--- src/rtl/cache_pkg.sv ---
// Shared types and helpers for the set-associative write-back cache.
// Holds the controller state encoding, a ceil-log2 helper, the default
// geometry and the line layout {valid, dirty, tag, data}.
package cache_pkg;

  typedef enum logic [2:0] {
    IDLE,
    LOOKUP,
    WRITEBACK,
    FILL,
    RESP,
    FLUSH
  } state_t;

  // Smallest r with 2**r >= value (value >= 1).
  function automatic int clog2(input int value);
    int result;
    result = 0;
    while ((1 << result) < value) result++;
    return result;
  endfunction

  // Default geometry: 8-bit word address and data, 4 sets, 2 ways.
  localparam int DEF_ADDR_W = 8;
  localparam int DEF_DATA_W = 8;
  localparam int DEF_SETS   = 4;
  localparam int DEF_WAYS   = 2;
  localparam int DEF_IDX_W  = clog2(DEF_SETS);
  localparam int DEF_TAG_W  = DEF_ADDR_W - DEF_IDX_W;

  // Line layout at the default geometry; the top re-declares the same
  // layout sized by its own parameters.
  typedef struct packed {
    logic                 valid;
    logic                 dirty;
    logic [DEF_TAG_W-1:0] tag;
    logic [DEF_DATA_W-1:0] data;
  } line_t;

endpackage

--- src/rtl/cache_lru.sv ---
// True-LRU age tracker: one age per (set, way). Age 0 is the most recently
// touched way, age WAYS-1 the least recently touched one (the victim).
module cache_lru
  import cache_pkg::*;
#(
  parameter int SETS = DEF_SETS,
  parameter int WAYS = DEF_WAYS,
  localparam int IDX_W = clog2(SETS),
  localparam int AGE_W = clog2(WAYS)
) (
  input  logic             clock,
  input  logic             reset,
  input  logic [IDX_W-1:0] set_idx,
  input  logic [AGE_W-1:0] touch_way,
  input  logic             update,
  output logic [AGE_W-1:0] victim
);

  logic [AGE_W-1:0] ages [SETS][WAYS];

  // Victim of the addressed set is the way carrying the oldest age.
  always_comb begin
    victim = '0;
    for (int w = 0; w < WAYS; w++) begin
      if (ages[set_idx][w] == AGE_W'(WAYS - 1)) victim = AGE_W'(w);
    end
  end

  // Touched way becomes youngest; every way younger than it ages by one,
  // so the ages of a set stay a permutation of 0..WAYS-1.
  always_ff @(posedge clock) begin
    if (reset) begin
      for (int s = 0; s < SETS; s++) begin
        for (int w = 0; w < WAYS; w++) begin
          ages[s][w] <= AGE_W'(w);
        end
      end
    end else if (update) begin
      for (int w = 0; w < WAYS; w++) begin
        if (AGE_W'(w) == touch_way) begin
          ages[set_idx][w] <= '0;
        end else if (ages[set_idx][w] < ages[set_idx][touch_way]) begin
          ages[set_idx][w] <= ages[set_idx][w] + 1'b1;
        end
      end
    end
  end

endmodule

--- src/rtl/cache_sa_wb.sv ---
// N-way set-associative, write-back, write-allocate cache, one word per line.
// Sits between a CPU load/store port and a single-port RAM, both using
// valid/ready style handshakes. Victims follow true LRU per set.
// Optional feature: define CACHE_FLUSH_EN to add flush_req/flush_done, which
// write back every dirty line in (set, way) order and leave it clean.
module cache_sa_wb
  import cache_pkg::*;
#(
  parameter int ADDR_W = DEF_ADDR_W,
  parameter int DATA_W = DEF_DATA_W,
  parameter int SETS   = DEF_SETS,
  parameter int WAYS   = DEF_WAYS,
  localparam int IDX_W = clog2(SETS),
  localparam int TAG_W = ADDR_W - IDX_W,
  localparam int AGE_W = clog2(WAYS)
) (
  input  logic              clock,
  input  logic              reset,
  input  logic              req_valid,
  output logic              req_ready,
  input  logic              req_we,
  input  logic [ADDR_W-1:0] req_addr,
  input  logic [DATA_W-1:0] req_wdata,
  output logic              resp_valid,
  output logic [DATA_W-1:0] resp_rdata,
  output logic              mem_req,
  output logic              mem_we,
  output logic [ADDR_W-1:0] mem_addr,
  output logic [DATA_W-1:0] mem_wdata,
  input  logic              mem_ready,
  input  logic [DATA_W-1:0] mem_rdata
`ifdef CACHE_FLUSH_EN
  ,
  input  logic              flush_req,
  output logic              flush_done
`endif
);

  typedef struct packed {
    logic              valid;
    logic              dirty;
    logic [TAG_W-1:0]  tag;
    logic [DATA_W-1:0] data;
  } cache_line_t;

  state_t            state, next_state;
  logic              req_we_q;
  logic [ADDR_W-1:0] addr_q;
  logic [DATA_W-1:0] wdata_q;
  logic [AGE_W-1:0]  victim_q;
  logic [DATA_W-1:0] resp_data_q;

  cache_line_t       lines [SETS][WAYS];

  logic [IDX_W-1:0]  idx;
  logic [TAG_W-1:0]  tag_q;
  logic [AGE_W-1:0]  wb_way;
  cache_line_t       wb_line;
  logic              hit;
  logic [AGE_W-1:0]  hit_way;
  logic [AGE_W-1:0]  lru_victim;
  logic [AGE_W-1:0]  miss_victim;
  logic              lru_update;
  logic [AGE_W-1:0]  lru_way;

`ifdef CACHE_FLUSH_EN
  logic              flush_active;
  logic [IDX_W-1:0]  flush_set;
  logic [AGE_W-1:0]  flush_way;
  logic              flush_last;
  logic              flush_step;

  assign idx    = flush_active ? flush_set : addr_q[IDX_W-1:0];
  assign wb_way = flush_active ? flush_way : victim_q;
`else
  assign idx    = addr_q[IDX_W-1:0];
  assign wb_way = victim_q;
`endif

  assign tag_q   = addr_q[ADDR_W-1:IDX_W];
  assign wb_line = lines[idx][wb_way];

  cache_lru #(
    .SETS (SETS),
    .WAYS (WAYS)
  ) u_lru (
    .clock     (clock),
    .reset     (reset),
    .set_idx   (idx),
    .touch_way (lru_way),
    .update    (lru_update),
    .victim    (lru_victim)
  );

  // Tag match across the set, and miss victim: lowest invalid way, else LRU.
  always_comb begin
    // NOTE: every always_comb output gets a default first so no path leaves it unassigned (no latch).
    hit         = 1'b0;
    hit_way     = '0;
    miss_victim = lru_victim;
    for (int w = 0; w < WAYS; w++) begin
      if (lines[idx][w].valid && lines[idx][w].tag == tag_q) begin
        hit     = 1'b1;
        hit_way = AGE_W'(w);
      end
    end
    for (int w = WAYS - 1; w >= 0; w--) begin
      if (!lines[idx][w].valid) miss_victim = AGE_W'(w);
    end
  end

`ifdef CACHE_FLUSH_EN
  // Flush walk: advance past a clean/invalid line, or after its writeback.
  always_comb begin
    flush_last = (flush_set == IDX_W'(SETS - 1)) && (flush_way == AGE_W'(WAYS - 1));
    flush_step = ((state == FLUSH) && !(wb_line.valid && wb_line.dirty)) ||
                 ((state == WRITEBACK) && mem_ready && flush_active);
  end
`endif

  // Controller next state and all handshake / RAM outputs.
  always_comb begin
    next_state = state;
    req_ready  = 1'b0;
    resp_valid = 1'b0;
    resp_rdata = '0;
    mem_req    = 1'b0;
    mem_we     = 1'b0;
    mem_addr   = '0;
    mem_wdata  = '0;
    lru_update = 1'b0;
    lru_way    = victim_q;
    case (state)
      IDLE: begin
`ifdef CACHE_FLUSH_EN
        req_ready = !flush_req;
        if (flush_req) next_state = FLUSH;
        else if (req_valid) next_state = LOOKUP;
`else
        req_ready = 1'b1;
        if (req_valid) next_state = LOOKUP;
`endif
      end
      LOOKUP: begin
        if (hit) begin
          resp_valid = 1'b1;
          resp_rdata = req_we_q ? wdata_q : lines[idx][hit_way].data;
          lru_update = 1'b1;
          lru_way    = hit_way;
          next_state = IDLE;
        end else if (lines[idx][miss_victim].valid && lines[idx][miss_victim].dirty) begin
          next_state = WRITEBACK;
        end else begin
          next_state = FILL;
        end
      end
      WRITEBACK: begin
        mem_req   = 1'b1;
        mem_we    = 1'b1;
        mem_addr  = {wb_line.tag, idx};
        mem_wdata = wb_line.data;
        if (mem_ready) begin
`ifdef CACHE_FLUSH_EN
          if (flush_active) next_state = flush_last ? IDLE : FLUSH;
          else next_state = FILL;
`else
          next_state = FILL;
`endif
        end
      end
      FILL: begin
        if (req_we_q) begin
          lru_update = 1'b1;
          next_state = RESP;
        end else begin
          mem_req  = 1'b1;
          mem_addr = addr_q;
          if (mem_ready) begin
            lru_update = 1'b1;
            next_state = RESP;
          end
        end
      end
      RESP: begin
        resp_valid = 1'b1;
        resp_rdata = resp_data_q;
        next_state = IDLE;
      end
`ifdef CACHE_FLUSH_EN
      FLUSH: begin
        if (wb_line.valid && wb_line.dirty) next_state = WRITEBACK;
        else if (flush_last) next_state = IDLE;
      end
`endif
      default: next_state = IDLE;
    endcase
  end

  // State register and request capture.
  always_ff @(posedge clock) begin
    // NOTE: sequential state uses non-blocking assignments so every register samples pre-edge values.
    if (reset) begin
      state       <= IDLE;
      req_we_q    <= 1'b0;
      addr_q      <= '0;
      wdata_q     <= '0;
      victim_q    <= '0;
      resp_data_q <= '0;
    end else begin
      state <= next_state;
      if (state == IDLE && req_valid && req_ready) begin
        req_we_q <= req_we;
        addr_q   <= req_addr;
        wdata_q  <= req_wdata;
      end
      if (state == LOOKUP && !hit) victim_q <= miss_victim;
      if (state == FILL && lru_update) resp_data_q <= req_we_q ? wdata_q : mem_rdata;
    end
  end

  // Line storage: store hits, installs, and dirty clearing during flush.
  always_ff @(posedge clock) begin
    if (reset) begin
      // NOTE: only valid/dirty are reset; tag and data are don't-care while invalid.
      for (int s = 0; s < SETS; s++) begin
        for (int w = 0; w < WAYS; w++) begin
          lines[s][w].valid <= 1'b0;
          lines[s][w].dirty <= 1'b0;
        end
      end
    end else begin
      if (state == LOOKUP && hit && req_we_q) begin
        lines[idx][hit_way].data  <= wdata_q;
        lines[idx][hit_way].dirty <= 1'b1;
      end
      if (state == FILL && lru_update) begin
        lines[idx][victim_q].valid <= 1'b1;
        lines[idx][victim_q].dirty <= req_we_q;
        lines[idx][victim_q].tag   <= tag_q;
        lines[idx][victim_q].data  <= req_we_q ? wdata_q : mem_rdata;
      end
`ifdef CACHE_FLUSH_EN
      if (state == WRITEBACK && mem_ready && flush_active) begin
        lines[flush_set][flush_way].dirty <= 1'b0;
      end
`endif
    end
  end

`ifdef CACHE_FLUSH_EN
  // Flush pointer and completion pulse.
  always_ff @(posedge clock) begin
    if (reset) begin
      flush_active <= 1'b0;
      flush_set    <= '0;
      flush_way    <= '0;
      flush_done   <= 1'b0;
    end else begin
      flush_done <= 1'b0;
      if (state == IDLE && flush_req) begin
        flush_active <= 1'b1;
        flush_set    <= '0;
        flush_way    <= '0;
      end else if (flush_step) begin
        if (flush_last) begin
          flush_active <= 1'b0;
          flush_done   <= 1'b1;
        end else begin
          {flush_set, flush_way} <= {flush_set, flush_way} + 1'b1;
        end
      end
    end
  end
`endif

endmodule

--- config.mk ---
export PLATFORM = sky130hd
export DESIGN_NAME = cache_sa_wb
export DESIGN_NICKNAME = d
export VERILOG_FILES = /design/src/rtl/cache_pkg.sv /design/src/rtl/cache_lru.sv /design/src/rtl/cache_sa_wb.sv
export SDC_FILE = /design/constraint.sdc
export NUM_CORES = 1
export LEC_CHECK = 0
export CORE_MARGIN = 2
export CORE_UTILIZATION = 40
export DETAILED_ROUTE_END_ITERATION = 16
export SLEW_MARGIN = 20
export SYNTH_ARGS = -nofsm -noshare
export SYNTH_HDL_FRONTEND = slang
export SYNTH_HIERARCHICAL = 1
export SYNTH_SLANG_ARGS = --single-unit
--- constraint.sdc ---
create_clock -name clock -period 9.2 [get_ports clock]
set_input_delay 1.38 -clock clock [delete_from_list [all_inputs] [get_ports clock]]
set_output_delay 1.38 -clock clock [all_outputs]
set_load 0.02 [all_outputs]
==> results.json, run 1 <==
{
  "clock-sinks": 167,
  "ys_types": 48,
  "synth_ff_type": "edfxtp_1",
  "syn_to_final_growth_pct": 18.2,
  "holdPathStages": 1,
  "port_buffers": 56,
  "outcome": "complete, no violations",
  "hold_path_end": "lines[3][31]",
  "min-delay-start": "lines[3][31]",
  "maxSlewHeadroom_pct": 28.8,
  "required_ns": 7.82,
  "cts_setup_buffers": 0,
  "cts_buffers": 17,
  "rsz0062_at_grt": "no",
  "antenna_found_initial": 0,
  "vias": 4829,
  "wl_per_cell_um": 21.9,
  "reg2regPathDepth": 9,
  "p_leak_uw": 0.00286,
  "io_pins": 57,
  "ir_drop_mv": 0.134,
  "hold_buffers": 0,
  "ctsResizeCount": 0,
  "start_kind": "flip-flop",
  "cp_data_arrival_time_ns": 4.27,
  "seq_area_sq_um": 4620,
  "worst_slew_pin_slew_ns": 1.06,
  "worstHoldPathType": "reg -> reg",
  "die_area_sq_um": 20000,
  "grtUsageTotal_pct": 19.3,
  "drcViolationCount": 0,
  "gp_congestion": 0.849,
  "r2r_slack_ns": 5.17,
  "post-route-period-util_pct": 61.4,
  "clk_latency_ns": 0.43,
  "core_sq_um": 18600,
  "hpwl_um": 12000,
  "start_util_pct": 40.6,
  "fmax_mhz": 177,
  "drive_gt1_share_pct": 17.7,
  "tritoncts": "yes",
  "crit_path_max_fanout": 32,
  "synth_area_sq_um": 7540,
  "num-nets-final": 626,
  "hold_viol": 0,
  "yosys_warnings": 6,
  "ys_ff_latch": 167,
  "finalSetupViolations": 0,
  "critPathKind": "reg -> out",
  "die_h_um": 141,
  "synthArstFlopShare_pct": 0,
  "clkTransAtPathRegs_ns": 0.07,
  "skew_ns": 0.0108,
  "htree_levels": 4,
  "final_antenna_net_count": 0,
  "gr-total-overflow": 0,
  "first_iter_violations": 372,
  "r2r_end": "u_lru/ages[2][1]",
  "period_minus_slack_ns": 5.65,
  "fin_util_pct": 48.0,
  "final_max_slew_viol_count": 0,
  "cts_root_buf": "clkbuf_16",
  "endpoint_kind": "output port",
  "fill_cells": 1586,
  "drv_cap": 0,
  "tns_ns": 0,
  "grt_pass1_vias": 4898,
  "syn_avg_cell_area_sq_um": 13.7,
  "num_rows": 50,
  "diodes": 0,
  "synth-edff-count": 127,
  "ys_seq_area_share_pct": 61.2,
  "grt_pass1_wl_um": 28500,
  "cts_max_path_buffers": 2,
  "syn_nets": 581,
  "synth_cells": 552,
  "chipWidth_um": 141,
  "power_density_nw_per_um2": 228,
  "grt_max_degree": 44,
  "drt-pass1-iter-count": 4,
  "multi_input_area_sq_um": 2740,
  "drt_wl_total_um": 18500,
  "vias_per_cell": 5.72
}
[worst max-delay path by stage]
stage / endpoint / depth (start not counted) / slack, ns
global route: resp_rdata[3] / 8 / 3.30
detailed placement: resp_rdata[7] / 8 / 3.98
floorplan: resp_rdata[0] / 9 / 5.51
global placement: resp_rdata[1] / 8 / 4.01
CTS: resp_rdata[7] / 8 / 3.52
finish: resp_rdata[7] / 8 / 3.55
[placed cells by master (no fill, tap or decap), types with 3 or more instances in the layout]
cell type        synthesis  routed
xor2_1                   3       3
mux4_2                  34      34
dfxtp_1                 40      39
buf_4                    0       8
nor2_1                  42      42
nor3_1                   6       6
a22oi_1                  9       9
inv_6                    0       5
mux2_2                  17      17
edfxtp_1               127     127
and2_1                   6       6
nand3_1                  3       3
a21oi_2                  0       3
mux2i_1                 22      22
clkbuf_16                0      17
xnor2_1                  9       9
a31oi_1                  7       7
a211oi_1                 8       8
nand4_1                  4       4
nand2b_1                 6       6
nand2_1                 56      56
inv_1                    5       5
a21o_1                   8       8
nand3b_1                18      18
clkinv_8                 0       4
clkdlybuf4s50_1          0      56
a32oi_1                  8       8
o21ai_0                  8       8
o21ai_1                  4       4
a21oi_1                 37      34
[power by group]
part           leakage, uW  total, uW  switching, uW  internal (uW)
clock             0.000301        727            329            398
sequential         0.00150        907           47.9            859
combinational      0.00106        396            231            165
total              0.00286       2030            608           1420
[layout make-up]
type	instances	area share (%)
clock buffer	18	4.93
multi-input combinational	341	30.7
clock inverter	14	2.01
tap	234	3.29
timing repair buffer	65	7.05
sequential	167	51.8
inverter	5	0.211
[metrics by stage]
| stage | power, uW | worst slack, ns | cell area, sq um | hold WS, ns | std cells |
|---|---|---|---|---|---|
| 2_1_floorplan | 1180 | 5.51 | 7540 | 0.421 | 552 |
| 6_report | 2030 | 3.55 | 8910 | 0.454 | 844 |
| 3_3_place_gp | 1310 | 4.01 | 8270 | 0.428 | 811 |
| 5_1_grt | 2110 | 3.30 | 8910 | 0.477 | 844 |
| 3_5_place_dp | 1320 | 3.98 | 8270 | 0.440 | 811 |
| 4_1_cts | 2040 | 3.52 | 8890 | 0.456 | 843 |
[Yosys cell counts, types with 3 or more instances]
cell type | number | area [sq um]
xnor2_1 | 9 | 78.8
buf_1 | 4 | 15.0
nand2b_1 | 6 | 37.5
nand3b_1 | 18 | 135
mux2_2 | 17 | 191
nor2_1 | 42 | 158
a211oi_1 | 8 | 60.1
mux4_2 | 34 | 766
and2_1 | 6 | 37.5
o21ai_0 | 8 | 40.0
a22oi_1 | 9 | 67.6
a32oi_1 | 8 | 70.1
a21oi_1 | 37 | 185
xor2_1 | 3 | 26.3
clkbuf_1 | 26 | 97.6
o21ai_1 | 4 | 20.0
buf_2 | 5 | 25.0
edfxtp_1 | 127 | 3810
nand3_1 | 3 | 15.0
nor3_1 | 6 | 30.0
inv_1 | 5 | 18.8
dfxtp_1 | 40 | 801
buf_6 | 4 | 45.0
mux2i_1 | 22 | 220
a31oi_1 | 7 | 43.8
nand4_1 | 4 | 25.0
a21o_1 | 8 | 60.1
nand2_1 | 56 | 210
[state kept, by name, summed over array words and instances, names as in the netlist, named ones only]
signal and flops:
lines 128, resp_data_q 8, addr_q 8, state 3
u_lru/ages 8, req_we_q 1, wdata_q 8, victim_q 1
[worst max-delay path, stage by stage, from the launching register on]
cell and delay [ns]:
dfxtp_2 0.31, buf_4 0.54, mux4_2 0.62, xnor2_1 0.15, nand4_1 0.19, nor2_2 0.71, o21ai_2 0.37, a32oi_1 0.28
clkdlybuf4s50_1 0.65
[kinds of logic after synthesis]
family | after synthesis | share of synthesized area (%)
AOI/OAI and AO/OA | 97 | 8.30
DFF | 167 | 61.2
muxes | 73 | 15.6
buffers and inverters | 44 | 2.67
and+or+nand+nor | 159 | 10.8
xor gates and xnor gates | 12 | 1.39
[routing by layer]
layer / vias up / track usage, % / routed length [um]
met5: - / 0 / 0
li1: 2202 / - / -
met1: 2484 / 26.5 / 8300
met4: 0 / 5.32 / 207
met3: 16 / 3.95 / 725
met2: 127 / 31.5 / 9250
Power figures use the tool's default switching activity.
==> run 2: changes to the inputs <==
==> constraint.sdc (replaced) <==
create_clock -name clock -period 5.9 [get_ports clock]
set_input_delay 0.885 -clock clock [delete_from_list [all_inputs] [get_ports clock]]
set_output_delay 0.885 -clock clock [all_outputs]
set_load 0.02 [all_outputs]
==> run 2 against run 1 <==
Against the previous run: sequential power grew 60%; non-clock buffer count shrank 1; setup slack worse by 2.5 ns; utilization fell by 0.24 points; wire length decreased by 1.1%; clock power increased by 53%; register-to-register slack got worse by 3.4 ns; critical path type unchanged; largest power group unchanged.
==> results.json, run 2 (same netlist as run 1, synthesis figures left out) <==
{
  "outcome": "complete, no violations",
  "drcViolationCount": 0,
  "period_minus_slack_ns": 4.90,
  "hold_viol": 0,
  "worstHoldPathType": "reg -> reg",
  "final_common_cell": "edfxtp_1",
  "p_leak_uw": 0.00283,
  "max_flop_register": "lines",
  "fin_cells": 843,
  "post-place-cells": 810,
  "cp_data_arrival_time_ns": 4.01,
  "placed_area_sq_um": 8270,
  "rsz0062_at_grt": "no",
  "num_rows": 50,
  "post-route-period-util_pct": 83.0,
  "vias": 4877,
  "hpwl_um": 12600,
  "multi_input_area_sq_um": 2730,
  "grt_pass1_wl_um": 28500,
  "endpoint_kind": "output port",
  "ir_drop_mv": 0.191,
  "maxSlewHeadroom_pct": 21.2,
  "path_cells": "buf_4, mux4_2, xor2_1, nor4_4, o21ai_2, a32oi_1, clkdlybuf4s50_1",
  "cts_buffers": 17,
  "critPathKind": "reg -> out",
  "first_iter_violations": 380,
  "tritoncts": "yes",
  "start_kind": "flip-flop",
  "port_buffers": 56,
  "grtUsageTotal_pct": 19.3,
  "finish.instance_area_sq_um": 8870,
  "chipWidth_um": 141,
  "worst_slew_pin_slew_ns": 1.18,
  "final_cell_mix": "edfxtp_1 (127), nand2_1 (56), clkdlybuf4s50_1 (56)",
  "io_pins": 57,
  "start_util_pct": 40.6,
  "skew_ns": 0.00990,
  "required_ns": 5.02,
  "max_stage_delay_ns": 0.95,
  "min-delay-start": "lines[0][31]",
  "die_h_um": 141,
  "core_sq_um": 18600,
  "grt_max_degree": 40,
  "die_area_sq_um": 20000,
  "largest_register_ffs": 128,
  "vias_per_cell": 5.79,
  "drive_gt1_share_pct": 16.3,
  "hold_buffers": 0,
  "cts_root_buf": "clkbuf_16",
  "drt_wl_total_um": 18300,
  "finalSetupViolations": 0,
  "clkTransAtPathRegs_ns": 0.06,
  "crit_path_max_fanout": 18,
  "grt_pass1_vias": 4958,
  "critPathSlowestCell": "dfxtp_1",
  "syn_to_final_growth_pct": 17.6,
  "timing.hold.ws_ns": 0.457,
  "fmax_mhz": 204,
  "tns_ns": 0,
  "cts_setup_buffers": 0,
  "wl_per_cell_um": 21.7,
  "num-nets-final": 625,
  "clk_latency_ns": 0.43,
  "seq_area_sq_um": 4620,
  "power_density_nw_per_um2": 353,
  "final_antenna_net_count": 0,
  "gr-total-overflow": 0,
  "cts_max_path_buffers": 2,
  "ctsResizeCount": 0,
  "final_max_slew_viol_count": 0,
  "htree_levels": 4,
  "clock-sinks": 167,
  "diodes": 0,
  "fin_util_pct": 47.7,
  "drv_cap": 0,
  "fill_cells": 1592,
  "gp_congestion": 0.822,
  "drt-pass1-iter-count": 5,
  "antenna_found_initial": 0
}
## run 2: area by class of cell
type                       instances  area share (%)
timing repair buffer              64            7.00
clock buffer                      20            4.93
tap                              234            3.30
sequential                       167            52.1
multi-input combinational        341            30.8
clock inverter                    12            1.71
inverter                           5           0.212
## run 2: report_power, final
| part | switching [uW] | leakage (uW) | internal [uW] |
|---|---|---|---|
| clock | 443 | 0.000277 | 664 |
| sequential | 109 | 0.00150 | 1340 |
| combinational | 317 | 0.00106 | 255 |
## run 2: path summary, 6_finish.rpt
check                        to  slack [ns]  cells past startpoint
hold reg to reg    lines[0][31]        0.46                      1
setup reg to reg   lines[1][16]        1.79                      6
hold / removal     lines[0][31]        0.46                      1
setup / recovery  resp_rdata[1]        1.00                      7
## run 2: stage by stage
step                setup slack (ns)  total power [uW]
finish                          1.00              3130
global route                   0.773              3250
CTS                            0.948              3150
detailed placement              1.42              2040
global placement                1.53              2030
floorplan                       2.70              1840
## run 2: routing by layer
metal	global-route usage (%)	wire length (um)
met5	0	0
met4	7.42	471
met3	3.68	823
met2	31.6	9060
met1	25.7	7930
## run 2: critical path: cells and delay by family, from the launching register on
family | cells | cell delay (ns)
flops | 1 | 0.95
compound gates | 2 | 0.54
xor+xnor | 1 | 0.18
buf+inv | 2 | 1.03
simple gates | 1 | 0.49
mux | 1 | 0.36
==> run 3: changes to the inputs <==
==> constraint.sdc (replaced) <==
create_clock -name clock -period 4.6 [get_ports clock]
set_input_delay 0.69 -clock clock [delete_from_list [all_inputs] [get_ports clock]]
set_output_delay 0.69 -clock clock [all_outputs]
set_load 0.02 [all_outputs]
==> run 3 against run 2 <==
Against the previous run: power increased by 27%; highest routed layer unchanged; via count increased by 0.37%; non-clock buffer count increased by 7; setup slack got worse by 0.67 ns; cell count increased by 0.83%; critical path type unchanged; wire length increased by 1.7%; critical path depth unchanged; clock skew increased by 0.0049 ns.
==> results.json, run 3 (same netlist as run 1, synthesis figures left out) <==
{
  "outcome": "complete, no violations",
  "drv_cap": 0,
  "start_util_pct": 40.6,
  "grt_pass1_wl_um": 28900,
  "p_sw_uw": 1160,
  "skew_ns": 0.0148,
  "syn_to_final_growth_pct": 18.3,
  "vias": 4895,
  "maxSlewHeadroom_pct": 29.7,
  "chipWidth_um": 141,
  "endpoint_kind": "output port",
  "routed.top_layer": "met4",
  "post-route-period-util_pct": 92.8,
  "max_flop_register": "lines",
  "start_kind": "flip-flop",
  "ctsResizeCount": 0,
  "cts_buffers": 17,
  "required_ns": 3.91,
  "clkTransAtPathRegs_ns": 0.07,
  "die_h_um": 141,
  "gp_congestion": 0.817,
  "antenna_found_initial": 0,
  "fmax_mhz": 234,
  "die_area_sq_um": 20000,
  "finalSetupViolations": 0,
  "multi_input_area_sq_um": 2730,
  "wl_per_cell_um": 21.9,
  "period_minus_slack_ns": 4.27,
  "min-delay-start": "lines[2][31]",
  "ir_drop_mv": 0.238,
  "swShare_pct": 29.2,
  "final_common_cell": "edfxtp_1",
  "final_antenna_net_count": 0,
  "cp_data_arrival_time_ns": 3.58,
  "hold_viol": 0,
  "drt_wl_total_um": 18600,
  "final_cell_mix": "edfxtp_1 (127), nand2_1 (56), clkdlybuf4s50_1 (56)",
  "tritoncts": "yes",
  "drive_gt1_share_pct": 18.2,
  "port_buffers": 56,
  "worst_slew_pin_slew_ns": 1.05,
  "final_max_slew_viol_count": 0,
  "cts_root_buf": "clkbuf_16",
  "met3RoutedLength_um": 918,
  "cts_setup_buffers": 0,
  "first_iter_violations": 450,
  "diodes": 0,
  "largest_register_ffs": 128,
  "htree_levels": 4,
  "grt_max_degree": 38,
  "gr-total-overflow": 0,
  "io_pins": 57,
  "drt-pass1-iter-count": 5,
  "hpwl_um": 12600,
  "seq_area_sq_um": 4620,
  "vias_per_cell": 5.76,
  "drcViolationCount": 0,
  "worstHoldPathType": "reg -> reg",
  "tns_ns": 0,
  "num_rows": 50,
  "grtUsageTotal_pct": 19.4,
  "fin_util_pct": 48.0,
  "num-nets-final": 632,
  "seqPwrFrac_pct": 46.4,
  "grt_pass1_vias": 4996,
  "p_comb_share_pct": 18.6,
  "hold_buffers": 0,
  "met1Wirelength_um": 7880,
  "p_int_uw": 2830,
  "clock-sinks": 167,
  "fill_cells": 1560,
  "critPathKind": "reg -> out",
  "crit_path_max_fanout": 20,
  "cts_max_path_buffers": 2,
  "power_density_nw_per_um2": 447,
  "rsz0062_at_grt": "no",
  "power_frac_clock_pct": 35.0,
  "clk_latency_ns": 0.43,
  "dr_wl_met2_um": 9460,
  "core_sq_um": 18600,
  "p_leak_uw": 0.00288
}
-- run 3: cell count changes in the layout (fill, tap and decap cells not counted), sizes merged --
cell / previous run / this run
buf: 7 / 15
bufinv: 3 / 1
clkbuf: 21 / 19
clkinv: 6 / 4
clkinvlp: 2 / 1
inv: 6 / 12
-- run 3: power by group through the flow --
stage	logic (uW)	clock network [uW]	registers, uW
3_5_place_dp	737	0	1880
6_report	741	1400	1850
2_1_floorplan	558	0	1800
5_1_grt	807	1470	1860
3_3_place_gp	729	0	1880
4_1_cts	742	1410	1850
-- run 3: worst paths after layout --
kind	to	slack (ns)	cells past startpoint
worst max register to register	lines[3][0]	1.25	7
worst min register to register	lines[2][31]	0.45	1
worst max-delay path	resp_rdata[6]	0.33	7
worst min-delay path	lines[2][31]	0.45	1
-- run 3: cell type report --
type	count	share of cell area, %
clock inverters	13	1.54
well taps	234	3.28
repair buffers	71	7.59
flip-flops and latches	167	51.8
inverters	5	0.210
multi-input cells	341	30.6
clock buffers	19	4.97
-- run 3: per-layer routing --
metal | global-route usage [%] | vias to the layer above
met3 | 3.64 | 27
met5 | 0 | -
met1 | 25.0 | 2471
li1 | - | 2215
met4 | 6.63 | 0
met2 | 33.2 | 182
-- run 3: stage by stage --
stage	cells	total power (uW)	cell area [sq um]	hold slack, ns	worst slack (ns)
after detailed placement	818	2620	8330	0.441	0.531
after CTS	850	4010	8910	0.456	0.0386
after floorplan	552	2360	7540	0.421	1.60
final	850	3990	8920	0.455	0.331
after global routing	850	4140	8920	0.481	0.126
after global placement	818	2610	8330	0.432	0.618
-- run 3: worst max-delay path: stages (launching register included) --
cell and delay, ns:
dfxtp_4 0.52, buf_6 0.34, mux4_2 0.59, nand4_1 0.19
or2_1 0.47, nand3b_1 0.15, a32oi_1 0.22, clkdlybuf4s50_1 0.65
